$ cat config.mk
export PLATFORM = sky130hd
export DESIGN_NAME = estagio_execucao
export DESIGN_NICKNAME = d
export VERILOG_FILES = /design/src/rtl/pkg_processador.sv /design/src/rtl/multiplicador_serial.sv /design/src/rtl/estagio_execucao.sv
export SDC_FILE = /design/constraint.sdc
export NUM_CORES = 1
export LEC_CHECK = 0
export ABC_AREA = 0
export BUFFER_PORTS_ARGS = -buffer_cell sky130_fd_sc_hd__buf_2
export CAP_MARGIN = 20
export CORE_MARGIN = 1
export CORE_UTILIZATION = 45
export CTS_BUF_LIST = sky130_fd_sc_hd__clkbuf_8
export DETAILED_ROUTE_END_ITERATION = 12
export SETUP_SLACK_MARGIN = 0.3
export SYNTH_ARGS = -nofsm -noshare
export SYNTH_HDL_FRONTEND = slang
export SYNTH_HIERARCHICAL = 1
export SYNTH_SLANG_ARGS = --single-unit
$ cat constraint.sdc
create_clock -name clk -period 5.25 [get_ports clk]
set_clock_uncertainty 0.05 [all_clocks]
set_input_delay 1.05 -clock clk [delete_from_list [all_inputs] [get_ports clk]]
set_output_delay 1.05 -clock clk [all_outputs]
set_load 0.03 [all_outputs]
$ cat src/rtl/pkg_processador.sv
// Shared definitions for the execute/write-back stage: opcode values,
// instruction field positions, stall FSM states and pipeline payload types.
package pkg_processador;

   localparam int unsigned DATA_W = 16;
   localparam int unsigned ADDR_W = 4;
   localparam int unsigned OPC_W  = 4;
   localparam int unsigned IMM_W  = 8;

   // Instruction field positions: [15:12] opcode, [11:8] rd, [7:4] rs, [3:0] rt.
   localparam int unsigned OPC_MSB = 15;
   localparam int unsigned OPC_LSB = 12;
   localparam int unsigned RD_MSB  = 11;
   localparam int unsigned RD_LSB  = 8;
   localparam int unsigned RS_MSB  = 7;
   localparam int unsigned RS_LSB  = 4;
   localparam int unsigned RT_MSB  = 3;
   localparam int unsigned RT_LSB  = 0;
   localparam int unsigned IMM_MSB = 7;
   localparam int unsigned IMM_LSB = 0;

   localparam logic [OPC_W-1:0] OP_ADD = 4'h0;
   localparam logic [OPC_W-1:0] OP_SUB = 4'h1;
   localparam logic [OPC_W-1:0] OP_AND = 4'h2;
   localparam logic [OPC_W-1:0] OP_OR  = 4'h3;
   localparam logic [OPC_W-1:0] OP_XOR = 4'h4;
   localparam logic [OPC_W-1:0] OP_SLT = 4'h5;
   localparam logic [OPC_W-1:0] OP_SHL = 4'h6;
   localparam logic [OPC_W-1:0] OP_SHR = 4'h7;
   localparam logic [OPC_W-1:0] OP_MUL = 4'h8;
   localparam logic [OPC_W-1:0] OP_LI  = 4'h9;
   localparam logic [OPC_W-1:0] OP_NOP = 4'hA;   // 0xA..0xF all behave as NOP

   typedef enum logic {
      OCIOSO = 1'b0,
      MULT   = 1'b1
   } estado_t;

   // Accepted instruction waiting for its operands from the bank.
   typedef struct packed {
      logic              valid;
      logic [OPC_W-1:0]  opcode;
      logic [ADDR_W-1:0] rd;
      logic [ADDR_W-1:0] rs;
      logic [ADDR_W-1:0] rt;
      logic [IMM_W-1:0]  imm;
   } s1_t;

   // A write-port transaction (also used for the delayed forwarding copy).
   typedef struct packed {
      logic              valid;
      logic [ADDR_W-1:0] addr;
      logic [DATA_W-1:0] dado;
   } wb_t;

   // Opcodes whose result is produced in a single execute cycle.
   function automatic logic escreve_direto(input logic [OPC_W-1:0] op);
      return (op <= OP_LI) && (op != OP_MUL);
   endfunction

endpackage

$ cat src/rtl/multiplicador_serial.sv
// Iterative 16-step shift-add multiplier returning the low 16 product bits.
// Ports: start (latch a/b, begin), a/b operands, done_c (high during the
// 16th step), produto_c (final product, valid while done_c is high).
module multiplicador_serial
   import pkg_processador::*;
(
   input  logic              clk,
   input  logic              rst_n,
   input  logic              start,
   input  logic [DATA_W-1:0] a,
   input  logic [DATA_W-1:0] b,
   output logic              done_c,
   output logic [DATA_W-1:0] produto_c
);

   logic              ocupado;
   logic [3:0]        passo;
   logic [DATA_W-1:0] mcand;
   logic [DATA_W-1:0] mplier;
   logic [DATA_W-1:0] acc;
   logic [DATA_W-1:0] parcial;

   // Partial product of the current step; the sum is the running product.
   assign parcial   = mplier[0] ? mcand : '0;
   assign produto_c = acc + parcial;
   assign done_c    = ocupado && (passo == 4'd15);

   // One shift-add step per cycle while busy; start overrides any step.
   always_ff @(posedge clk or negedge rst_n) begin
      if (!rst_n) begin
         ocupado <= 1'b0;
         passo   <= '0;
         mcand   <= '0;
         mplier  <= '0;
         acc     <= '0;
      end else if (start) begin
         ocupado <= 1'b1;
         passo   <= '0;
         mcand   <= a;
         mplier  <= b;
         acc     <= '0;
      end else if (ocupado) begin
         acc    <= produto_c;
         mcand  <= mcand << 1;
         mplier <= mplier >> 1;
         passo  <= passo + 4'd1;
         if (passo == 4'd15) ocupado <= 1'b0;
      end
   end

endmodule

$ cat src/rtl/estagio_execucao.sv
// Execute/write-back stage behind a 16x16 register bank with registered reads.
// Ports: instr_valid/instrucao/pronto (intake handshake), entrada1/entrada2
// (bank read addresses, combinational), saida1/saida2 (bank read data, one
// cycle later), entrada3/dado/sinal (registered bank write port).
module estagio_execucao
   import pkg_processador::*;
(
   input  logic              clk,
   input  logic              rst_n,
   input  logic              instr_valid,
   input  logic [DATA_W-1:0] instrucao,
   output logic              pronto,
   output logic [ADDR_W-1:0] entrada1,
   output logic [ADDR_W-1:0] entrada2,
   input  logic [DATA_W-1:0] saida1,
   input  logic [DATA_W-1:0] saida2,
   output logic [ADDR_W-1:0] entrada3,
   output logic [DATA_W-1:0] dado,
   output logic              sinal
);

   s1_t               s1;
   wb_t               ult;
   estado_t           estado;
   estado_t           estado_prox;
   logic              s1_mul;
   logic              mul_start_c;
   logic              mul_done;
   logic [DATA_W-1:0] mul_produto;
   logic [ADDR_W-1:0] mul_rd;
   logic [DATA_W-1:0] op_a;
   logic [DATA_W-1:0] op_b;
   logic [DATA_W-1:0] resultado;
   logic              aceita;

   assign entrada1 = instrucao[RS_MSB:RS_LSB];
   assign entrada2 = instrucao[RT_MSB:RT_LSB];
   assign s1_mul   = s1.valid && (s1.opcode == OP_MUL);
   assign aceita   = instr_valid && pronto;

   // Operand forwarding: the newest in-flight write wins, then the one before
   // it (the bank read on that edge still returned the old value), then bank.
   always_comb begin
      op_a = saida1;
      if (sinal && (entrada3 == s1.rs))            op_a = dado;
      else if (ult.valid && (ult.addr == s1.rs))   op_a = ult.dado;
      op_b = saida2;
      if (sinal && (entrada3 == s1.rt))            op_b = dado;
      else if (ult.valid && (ult.addr == s1.rt))   op_b = ult.dado;
   end

   // Single-cycle ALU.
   always_comb begin
      resultado = '0;
      case (s1.opcode)
         OP_ADD:  resultado = op_a + op_b;
         OP_SUB:  resultado = op_a - op_b;
         OP_AND:  resultado = op_a & op_b;
         OP_OR:   resultado = op_a | op_b;
         OP_XOR:  resultado = op_a ^ op_b;
         OP_SLT:  resultado = DATA_W'($signed(op_a) < $signed(op_b));
         OP_SHL:  resultado = op_a << op_b[3:0];
         OP_SHR:  resultado = op_a >> op_b[3:0];
         OP_LI:   resultado = {8'h00, s1.imm};
         default: resultado = '0;
      endcase
   end

   // Stall FSM state register.
   always_ff @(posedge clk or negedge rst_n) begin
      if (!rst_n) estado <= OCIOSO;
      else        estado <= estado_prox;
   end

   // Stall FSM next state.
   always_comb begin
      estado_prox = estado;
      case (estado)
         OCIOSO:  if (s1_mul)   estado_prox = MULT;
         MULT:    if (mul_done) estado_prox = OCIOSO;
         default: estado_prox = OCIOSO;
      endcase
   end

   // Stall FSM outputs: intake blocks while a MUL waits in S1 or is running.
   always_comb begin
      pronto      = 1'b0;
      mul_start_c = 1'b0;
      if (estado == OCIOSO) begin
         pronto      = !s1_mul;
         mul_start_c = s1_mul;
      end
   end

   // S1: accepted instruction; emptied whenever nothing is accepted.
   always_ff @(posedge clk or negedge rst_n) begin
      if (!rst_n) begin
         s1 <= '0;
      end else if (aceita) begin
         s1.valid  <= 1'b1;
         s1.opcode <= instrucao[OPC_MSB:OPC_LSB];
         s1.rd     <= instrucao[RD_MSB:RD_LSB];
         s1.rs     <= instrucao[RS_MSB:RS_LSB];
         s1.rt     <= instrucao[RT_MSB:RT_LSB];
         s1.imm    <= instrucao[IMM_MSB:IMM_LSB];
      end else begin
         s1.valid <= 1'b0;
      end
   end

   // Destination of the running multiply.
   always_ff @(posedge clk or negedge rst_n) begin
      if (!rst_n)           mul_rd <= '0;
      else if (mul_start_c) mul_rd <= s1.rd;
   end

   // WB register (bank write port) and its one-cycle-delayed copy ULT.
   always_ff @(posedge clk or negedge rst_n) begin
      if (!rst_n) begin
         sinal    <= 1'b0;
         entrada3 <= '0;
         dado     <= '0;
         ult      <= '0;
      end else begin
         ult.valid <= sinal;
         ult.addr  <= entrada3;
         ult.dado  <= dado;
         if (s1.valid && escreve_direto(s1.opcode)) begin
            sinal    <= 1'b1;
            entrada3 <= s1.rd;
            dado     <= resultado;
         end else if (mul_done) begin
            sinal    <= 1'b1;
            entrada3 <= mul_rd;
            dado     <= mul_produto;
         end else begin
            sinal <= 1'b0;
         end
      end
   end

   multiplicador_serial u_mult (
      .clk       (clk),
      .rst_n     (rst_n),
      .start     (mul_start_c),
      .a         (op_a),
      .b         (op_b),
      .done_c    (mul_done),
      .produto_c (mul_produto)
   );

endmodule

# Word level (Yosys, flattened, before mapping)
# Index checks and enable logic that the tools add are counted.
# word_totals
register_bits	125
inputBits	51
out_inout_bits	30
word_cells	88
# classes
n_addsub	4
n_lt_le_gt_ge	2
n_eq_ne	15
shifts	2
mux	29
bitwise_logic	4
reduce_logical	13
# op_table
op	n
$mux 16	13
$pmux 16 s9	1
$add 16x16->16	2
$and 16x16->16	1
$eq 4x3->1 const B	4
$eq 4x4->1	4
$lt 16x16->1	1
$mux 4	4
$or 16x16->16	1
$shl 16x4->16	1
$shr 16x4->16	1
$sub 16x16->16	1
$xor 16x16->16	1
$eq 4x4->1 const B	3
$mux 1	10
$logic_and 1x1->1	9
$eq 4x2->1 const B	2
$add 4x1->4 const B	1
$eq 4x1->1 const B	1
$le 4x4->1 const B	1
$logic_not 4->1	1
$ne 4x4->1 const B	1
$reduce_bool 2->1	2
$pmux 1 s2	1
other kinds (2)	2

# Depth between registers and ports, before layout
# Gate-level depths: netlist of run 1.
# depth
ltp_word	7
mapped_depth	18
ltp_nobuf	16

# By module
# Netlist of run 1, hierarchy kept.
# by_module_without_submodules
module	n_inst	cells_each	area_each_um2	seq_area_each_um2
estagio_execucao	1	862	7039.3	1601.5
multiplicador_serial	1	337	3241.9	1326.3

# Worst setup path after synthesis of run 1
# Ideal clock, no wire load.
# synth_timing
path_type	input port to flip-flop
startpoint	input port saida2[2]
endpoint	register dado[14]
setup_ns	0.066
t_arrival_ns	4.274
t_required_ns	5.134
path_slack_ns	0.860
cell_stages	15
cell_sequence	o21ai_0 a31o_2 clkbuf_1 clkbuf_1 ha_1 clkbuf_1 nor2b_1 o31a_1 o41ai_2 o41ai_1 o41ai_2 nor2_1 or4b_1 a21oi_1 o32a_1
# synth_via
elab_chain_cells	5
elab_cells_between_ends	8
classes_between	add/sub (2); shift (2); mux (4)
# synth_rtl
item	line_no	rtl
from (decl)	estagio_execucao.sv:16	input logic [DATA_W-1:0] saida2,
$mux 16 *	estagio_execucao.sv:49	else if (ult.valid && (ult.addr == s1.rt)) op_b = ult.dado;
$mux 16 *	estagio_execucao.sv:48	if (sinal && (entrada3 == s1.rt)) op_b = dado;
$sub 16x16->16, or another cell as far along	estagio_execucao.sv:57	OP_SUB: resultado = op_a - op_b;
$pmux 16 s9 *	estagio_execucao.sv:55	case (s1.opcode)
$mux 16 *	estagio_execucao.sv:128	if (s1.valid && escreve_direto(s1.opcode)) begin
to (signal assigned)	estagio_execucao.sv:131	dado <= resultado;
to (signal assigned)	estagio_execucao.sv:135	dado <= mul_produto;
to (decl)	estagio_execucao.sv:18	output logic [DATA_W-1:0] dado,
# Every way passes the cells marked *; elsewhere a longest branch is shown, timed or not.
# A chain may end at the register's enable or synchronous reset.

# Worst setup path after layout of run 1
# layout_timing
startpoint	register entrada3[2]
endpoint	register dado[11]
# layout_via
elab_chain_cells	6
elab_cells_between_ends	15
classes_between	add/sub (2); eq/ne (2); shift (2); mux (4); bitwise (3); reduce/logical (2)
# layout_rtl
item	line_no	rtl
from (decl)	estagio_execucao.sv:17	output logic [ADDR_W-1:0] entrada3,
from (signal assigned)	estagio_execucao.sv:130	entrada3 <= s1.rd;
from (signal assigned)	estagio_execucao.sv:134	entrada3 <= mul_rd;
$eq 4x4->1 *	estagio_execucao.sv:48	
$logic_and 1x1->1 *	estagio_execucao.sv:48	
$mux 16 *	estagio_execucao.sv:48	
net op_b[9]	estagio_execucao.sv:32	logic [DATA_W-1:0] op_b;
$sub 16x16->16 / $add 16x16->16 (equally long branches)	estagio_execucao.sv:57, estagio_execucao.sv:56	
$pmux 16 s9 *	estagio_execucao.sv:55	
$mux 16 *	estagio_execucao.sv:128	
# Mark *: on every way through the listed nets, which the timed path passes. The rest lies on a longest branch.

==> flow_summary.ini, run 1 <==
[route]
vias_per_cell = 6.29
wl_per_cell_um = 24.9
wl_mm = 38.6
firstDrtPassIters = 6
drc = 0
vias = 9750
ant_nets = 0
drtIter0Drc = 991

[floorplanning]
start_util_pct = 46.5
num_rows = 54
die_h_um = 153
coreArea_sq_um = 22100
die_area_sq_um = 23500
io-pin-count = 81
die_x_um = 153

[setup_path]
crit_type = register to register
arrival_ps = 4950
cp-start-kind = register
end_kind = register
cp.required_ps = 5540
r2r_slack_ps = 590
crit_path_max_fanout = 19

[logic_synthesis]
yosysMostFrequentCell = nand2_1
synth_top_area_cell = dfrtp_1
avgSynthCellArea_sq_um = 8.57
ys_ff_latch = 117
synth_cells = 1199
synth_top_area_share_pct = 28.5
synth_edf_count = 0
yosysWarnings = 6
netlist_area_sq_um = 10300
syn_nets = 1318
synth_area_leaders = dfrtp_1 28%, mux2i_1 11%, ha_1 7.9%, nand2_1 4.9%, o21ai_0 4.4%
synth_seq_area_share_pct = 28.5
yosys-top-cells-count = 135 x nand2_1, 117 x dfrtp_1, 112 x mux2i_1
ys_async_sr_fraction_pct = 100
synth_cell_types = 86
ys_dominant_reg_cell = dfrtp_1

[clock_tree]
holdBufCountCts = 0
cts-root-buf = clkbuf_8
clk_path_buf_depth = 2
h-tree-depth = 4
numCtsBuffers = 17
clkSinkCount = 117
cts_setup_buffers = 0
path_clk_slew_ps = 80
clock_latency_ps = 460
cts_tree = yes

[grt]
grtUsageTotal_pct = 33.6
grt_pass1_wl_mm = 58.9
grt_max_degree = 63
antenna_found_initial = 1
grt_overflow = 0
grt_pass1_vias = 9525

[status]
status = completed

[power]
power.density_nw_per_um2 = 594
power_frac_seq_pct = 27.1
combPwrFrac_pct = 58.2
clockPowerShare_pct = 14.7
ir_drop_mv = 0.209
design_power_total_mw = 6.81
cellLeakagePower_nw = 4.96
p_sw_mw = 3.42
p_sw_share_pct = 50.2
internal_power_mw = 3.39

[sta]
drv_slew = 0
setup_tns_ps = 0
rsz0062_at_grt = false
fin_crit_sh_pct = 88.7
max_freq_mhz = 215
setup_violations = 0
maxSlewHeadroom_pct = 27.3
finalHoldViolations = 0
period_minus_slack_ps = 4660
tightest_slew_ps = 1090
hold_ws_ps = 412
setup_ws_ps = 594

[finish]
layout-drive-gt1-share_pct = 17.6
num_antenna_cells = 0
area_delta_synth_final_pct = 11.6
nNetsFinal = 1375
post-route-util_pct = 51.9

[placement]
hpwlAfterDp_mm = 28.6
gp_congestion = 1.04
numPortBuffers = 80
post-place-ws_ps = 97.0

[worst_hold_path]
hp-class = register to register

[flow_run]
maxCapViolations = 0
power groups by stage:
| stage | clock [mW] | combinational (mW) | sequential, mW |
|---|---|---|---|
| floorplan | 0 | 2.65 | 1.76 |
| global placement | 0 | 3.86 | 1.84 |
| detailed placement | 0 | 3.87 | 1.85 |
| CTS | 1.02 | 3.89 | 1.84 |
| global route | 1.06 | 4.27 | 1.90 |
| finish | 1.00 | 3.96 | 1.85 |
final cells by class:
cell class | instances | area [sq um]
fill | 2125 | 10600
inverter | 51 | 194
tap | 280 | 350
clock inverter | 12 | 184
clock buffer | 20 | 275
timing repair buffer | 124 | 758
multi-input combinational | 945 | 6780
sequential | 117 | 2930
repair_timing:
item                       CTS  global route
hold endpoints to repair     0             0
setup endpoints to repair    1             3
resized for setup            1             3
kinds of logic after synthesis:
| group | count (synthesis) | synth area share, % |
|---|---|---|
| xor+xnor | 39 | 3.32 |
| buf+inv | 137 | 5.89 |
| mux | 138 | 13.8 |
| compound gates | 320 | 22.5 |
| simple gates | 380 | 17.5 |
| fa+ha+maj | 68 | 8.49 |
| flops | 117 | 28.5 |
metrics by stage:
step	area, sq um	instances
global placement	11000	1517
detailed placement	11000	1517
CTS	11500	1549
floorplan	10300	1199
global route	11500	1549
finish	11500	1549
final timing paths:
check	startpoint	endpoint	depth (start not counted)
setup / recovery	entrada3[2]$_DFFE_PN0P_	dado[11]$_DFFE_PN0P_	15
hold / removal	dado[14]$_DFFE_PN0P_	ult[14]$_DFF_PN0_	0
setup reg to reg	entrada3[2]$_DFFE_PN0P_	dado[11]$_DFFE_PN0P_	15
hold reg to reg	dado[14]$_DFFE_PN0P_	ult[14]$_DFF_PN0_	0
max in group asynchronous	rst_n	u_mult/ocupado$_DFF_PN0_	2
min in group asynchronous	rst_n	ult[15]$_DFF_PN0_	1
placed cells by master (no fill, tap or decap), types with 43 or more instances in the layout:
| cell | count |
|---|---|
| ha_1 | 65 |
| nand2_1 | 135 |
| inv_1 | 49 |
| buf_4 | 43 |
| o21ai_0 | 90 |
| dfrtp_1 | 116 |
| mux2i_1 | 112 |
| buf_2 | 79 |
| nor2_1 | 74 |
| a21oi_1 | 48 |
worst max-delay path: stages (launching register included):
cell and delay (ps):
dfrtp_1 470, xnor2_1 220, nand3_2 160, nor2_1 300, buf_4 200, buf_4 240, o21ai_0 250, ha_1 590
or4_1 200, a21oi_1 80, a2111oi_0 700, buf_4 250, o41ai_1 70, a21oi_1 210, o211ai_1 180, o32a_1 360
metal layers:
layer | GRT usage [%] | vias to the layer above | routed length (um)
li1 | - | 4471 | -
met1 | 46.9 | 4696 | 17000
met2 | 50.8 | 490 | 16600
met3 | 5.30 | 91 | 3090
met4 | 15.7 | 2 | 1830
met5 | 0 | - | 9
state kept, by name, summed over array words and instances (netlist names), 4 cells and up:
register,count
entrada3,4
mul_rd,4
dado,16
u_mult/passo,4
u_mult/acc,16
u_mult/mplier,16
ult,21
u_mult/mcand,16
s1,17
No activity file was read; power rests on OpenSTA's default activity.
==> run 2: changes to the inputs <==
--- a/config.mk
+++ b/config.mk
@@ -8,11 +8,13 @@
 export ABC_AREA = 0
 export BUFFER_PORTS_ARGS = -buffer_cell sky130_fd_sc_hd__buf_2
 export CAP_MARGIN = 20
+export CORE_ASPECT_RATIO = 1.5
 export CORE_MARGIN = 1
 export CORE_UTILIZATION = 45
 export CTS_BUF_LIST = sky130_fd_sc_hd__clkbuf_8
 export DETAILED_ROUTE_END_ITERATION = 12
 export SETUP_SLACK_MARGIN = 0.3
+export SLEW_MARGIN = 20
 export SYNTH_ARGS = -nofsm -noshare
 export SYNTH_HDL_FRONTEND = slang
 export SYNTH_HIERARCHICAL = 1
==> run 2 against run 1 <==
The run now ends with DRC left. Cell area is 0.40% lower. Hold slack worse by 8.2 ps. Flip-flop and latch count stayed put. Sequential share of layout area is 0.10 points higher. Via count is 1.2% lower. Non-clock buffer count is 4 lower. Clock power is 5% higher. Largest cell class unchanged.
==> flow_summary.ini, run 2 (same netlist as run 1, synthesis figures left out) <==
[power]
cellLeakagePower_nw = 4.93
internal_power_mw = 3.39
clockPowerShare_pct = 15.5
power.density_nw_per_um2 = 591
ir_drop_mv = 0.325
p_sw_mw = 3.35
p_sw_share_pct = 49.7
power_frac_seq_pct = 27.5
combPwrFrac_pct = 57.0

[finish]
largest_register = ult
layout-drive-gt1-share_pct = 17.4
final_common_cell = nand2_1
nNetsFinal = 1371
area_delta_synth_final_pct = 11.1
largest_reg_flops = 21
stdcell_area_sq_um = 11400
final_cell_mix = 135 x nand2_1, 116 x dfrtp_1, 112 x mux2i_1
post-route-util_pct = 51.0
fin_cells = 1541
top_regs = ult: 21 flops, s1: 17 flops
num_antenna_cells = 0

[floorplanning]
start_util_pct = 45.9
die_h_um = 187
die_area_sq_um = 23500
coreArea_sq_um = 22400
die_x_um = 125
io-pin-count = 81
num_rows = 67

[worst_hold_path]
worstHoldStart = sinal$_DFF_PN0_
whs_endpoint = ult[20]$_DFF_PN0_
hp-class = register to register
whs_path_depth = 0

[status]
status = complete, but fails checks
violations = DRC

[setup_path]
cp.required_ps = 5610
cp-start-kind = register
reg2reg_depth = 15
r2r_slack_ps = 630
r2r_start = s1[15]$_DFFE_PN0P_
arrival_ps = 4980
worst_r2r_endpoint = dado[14]$_DFFE_PN0P_
crit_type = register to register
end_kind = register
crit_path_max_fanout = 16

[grt]
use_met3_pct = 4.78
grt_use_met1_pct = 38.3
grt_busiest_layer = met2
antenna_found_initial = 0
grt_max_degree = 54
grtUsageTotal_pct = 31.9
grt_pass1_wl_mm = 56.2
grt_pass1_vias = 9352
grtUsageMet2_pct = 51.3
grt_overflow = 0

[placement]
numPortBuffers = 80
placed_cells = 1509
hpwlAfterDp_mm = 28.1
gp_congestion = 1.00
placed_cell_area_sq_um = 10900

[route]
drtIter0Drc = 757
drc = 2
wl_mm = 36.7
wl_per_cell_um = 23.8
vias = 9633
firstDrtPassIters = 11
ant_nets = 0
vias_per_cell = 6.25

[sta]
setup_tns_ps = 0
maxSlewHeadroom_pct = 37.2
period_minus_slack_ps = 4620
tightest_slew_ps = 937
finalHoldViolations = 0
hold_ws_ps = 404
max_freq_mhz = 217
drv_slew = 0
fin_crit_sh_pct = 87.9
rsz0062_at_grt = false
setup_violations = 0

[clock_tree]
numCtsBuffers = 17
holdBufCountCts = 0
clk_path_buf_depth = 2
cts_tree = yes
cts-root-buf = clkbuf_8
clkSinkCount = 117
path_clk_slew_ps = 80
clock_latency_ps = 480
h-tree-depth = 4

[flow_run]
maxCapViolations = 0
run 2: per-stage QoR:
step                power [mW]  setup slack, ps
global placement          5.63              751
detailed placement        5.64              686
finish                    6.75              634
floorplan                 4.42              860
CTS                       6.71              663
global route              7.15              332
run 2: what timing repair did:
item                                    CTS  global route
endpoints found under the setup margin    0             2
resized for setup                         0             2
setup buffers                             0             0
run 2: power by group through the flow:
stage | logic, mW | registers (mW) | clock network, mW
2_1_floorplan | 2.65 | 1.76 | 0
3_3_place_gp | 3.77 | 1.86 | 0
3_5_place_dp | 3.78 | 1.86 | 0
4_1_cts | 3.80 | 1.85 | 1.07
5_1_grt | 4.15 | 1.89 | 1.11
6_report | 3.85 | 1.85 | 1.05
run 2: layout make-up:
type,instances,area (sq um)
Fill cell,2176,11000
Tap cell,276,345
Inverter,51,194
Clock buffer,18,248
Timing Repair Buffer,120,703
Clock inverter,14,231
Multi-Input combinational cell,945,6770
Sequential cell,117,2930
run 2: layer usage:
metal,routed length (um),vias up,part of all wire [%]
met5,0,-,0
met4,3030,0,8.2
met3,1970,122,5.4
met2,17100,393,46
met1,14700,4651,40
li1,-,4467,-
run 2: worst max path at each step:
stage                     slack [ps]                    start                   end  cells past startpoint
after global routing             330  entrada3[3]$_DFFE_PN0P_  dado[14]$_DFFE_PN0P_                     15
final                            630       s1[15]$_DFFE_PN0P_  dado[14]$_DFFE_PN0P_                     15
after floorplan                  860                saida2[2]  dado[14]$_DFFE_PN0P_                     15
after global placement           750       s1[15]$_DFFE_PN0P_  dado[14]$_DFFE_PN0P_                     15
after detailed placement         690       s1[15]$_DFFE_PN0P_  dado[14]$_DFFE_PN0P_                     15
after CTS                        660       s1[15]$_DFFE_PN0P_  dado[15]$_DFFE_PN0P_                     14
run 2: critical path, cell delays in order, from the launching register on:
cell and delay (ps):
dfrtp_1 430, xnor2_1 240, nand3_1 450, o21ai_0 380
a31oi_2 120, buf_4 230, ha_1 380, nor2b_1 190
o31a_1 280, o41ai_2 310, o41ai_1 170, o41ai_2 410
nor2_1 130, or4b_1 490, a21oi_1 150, o32a_1 160
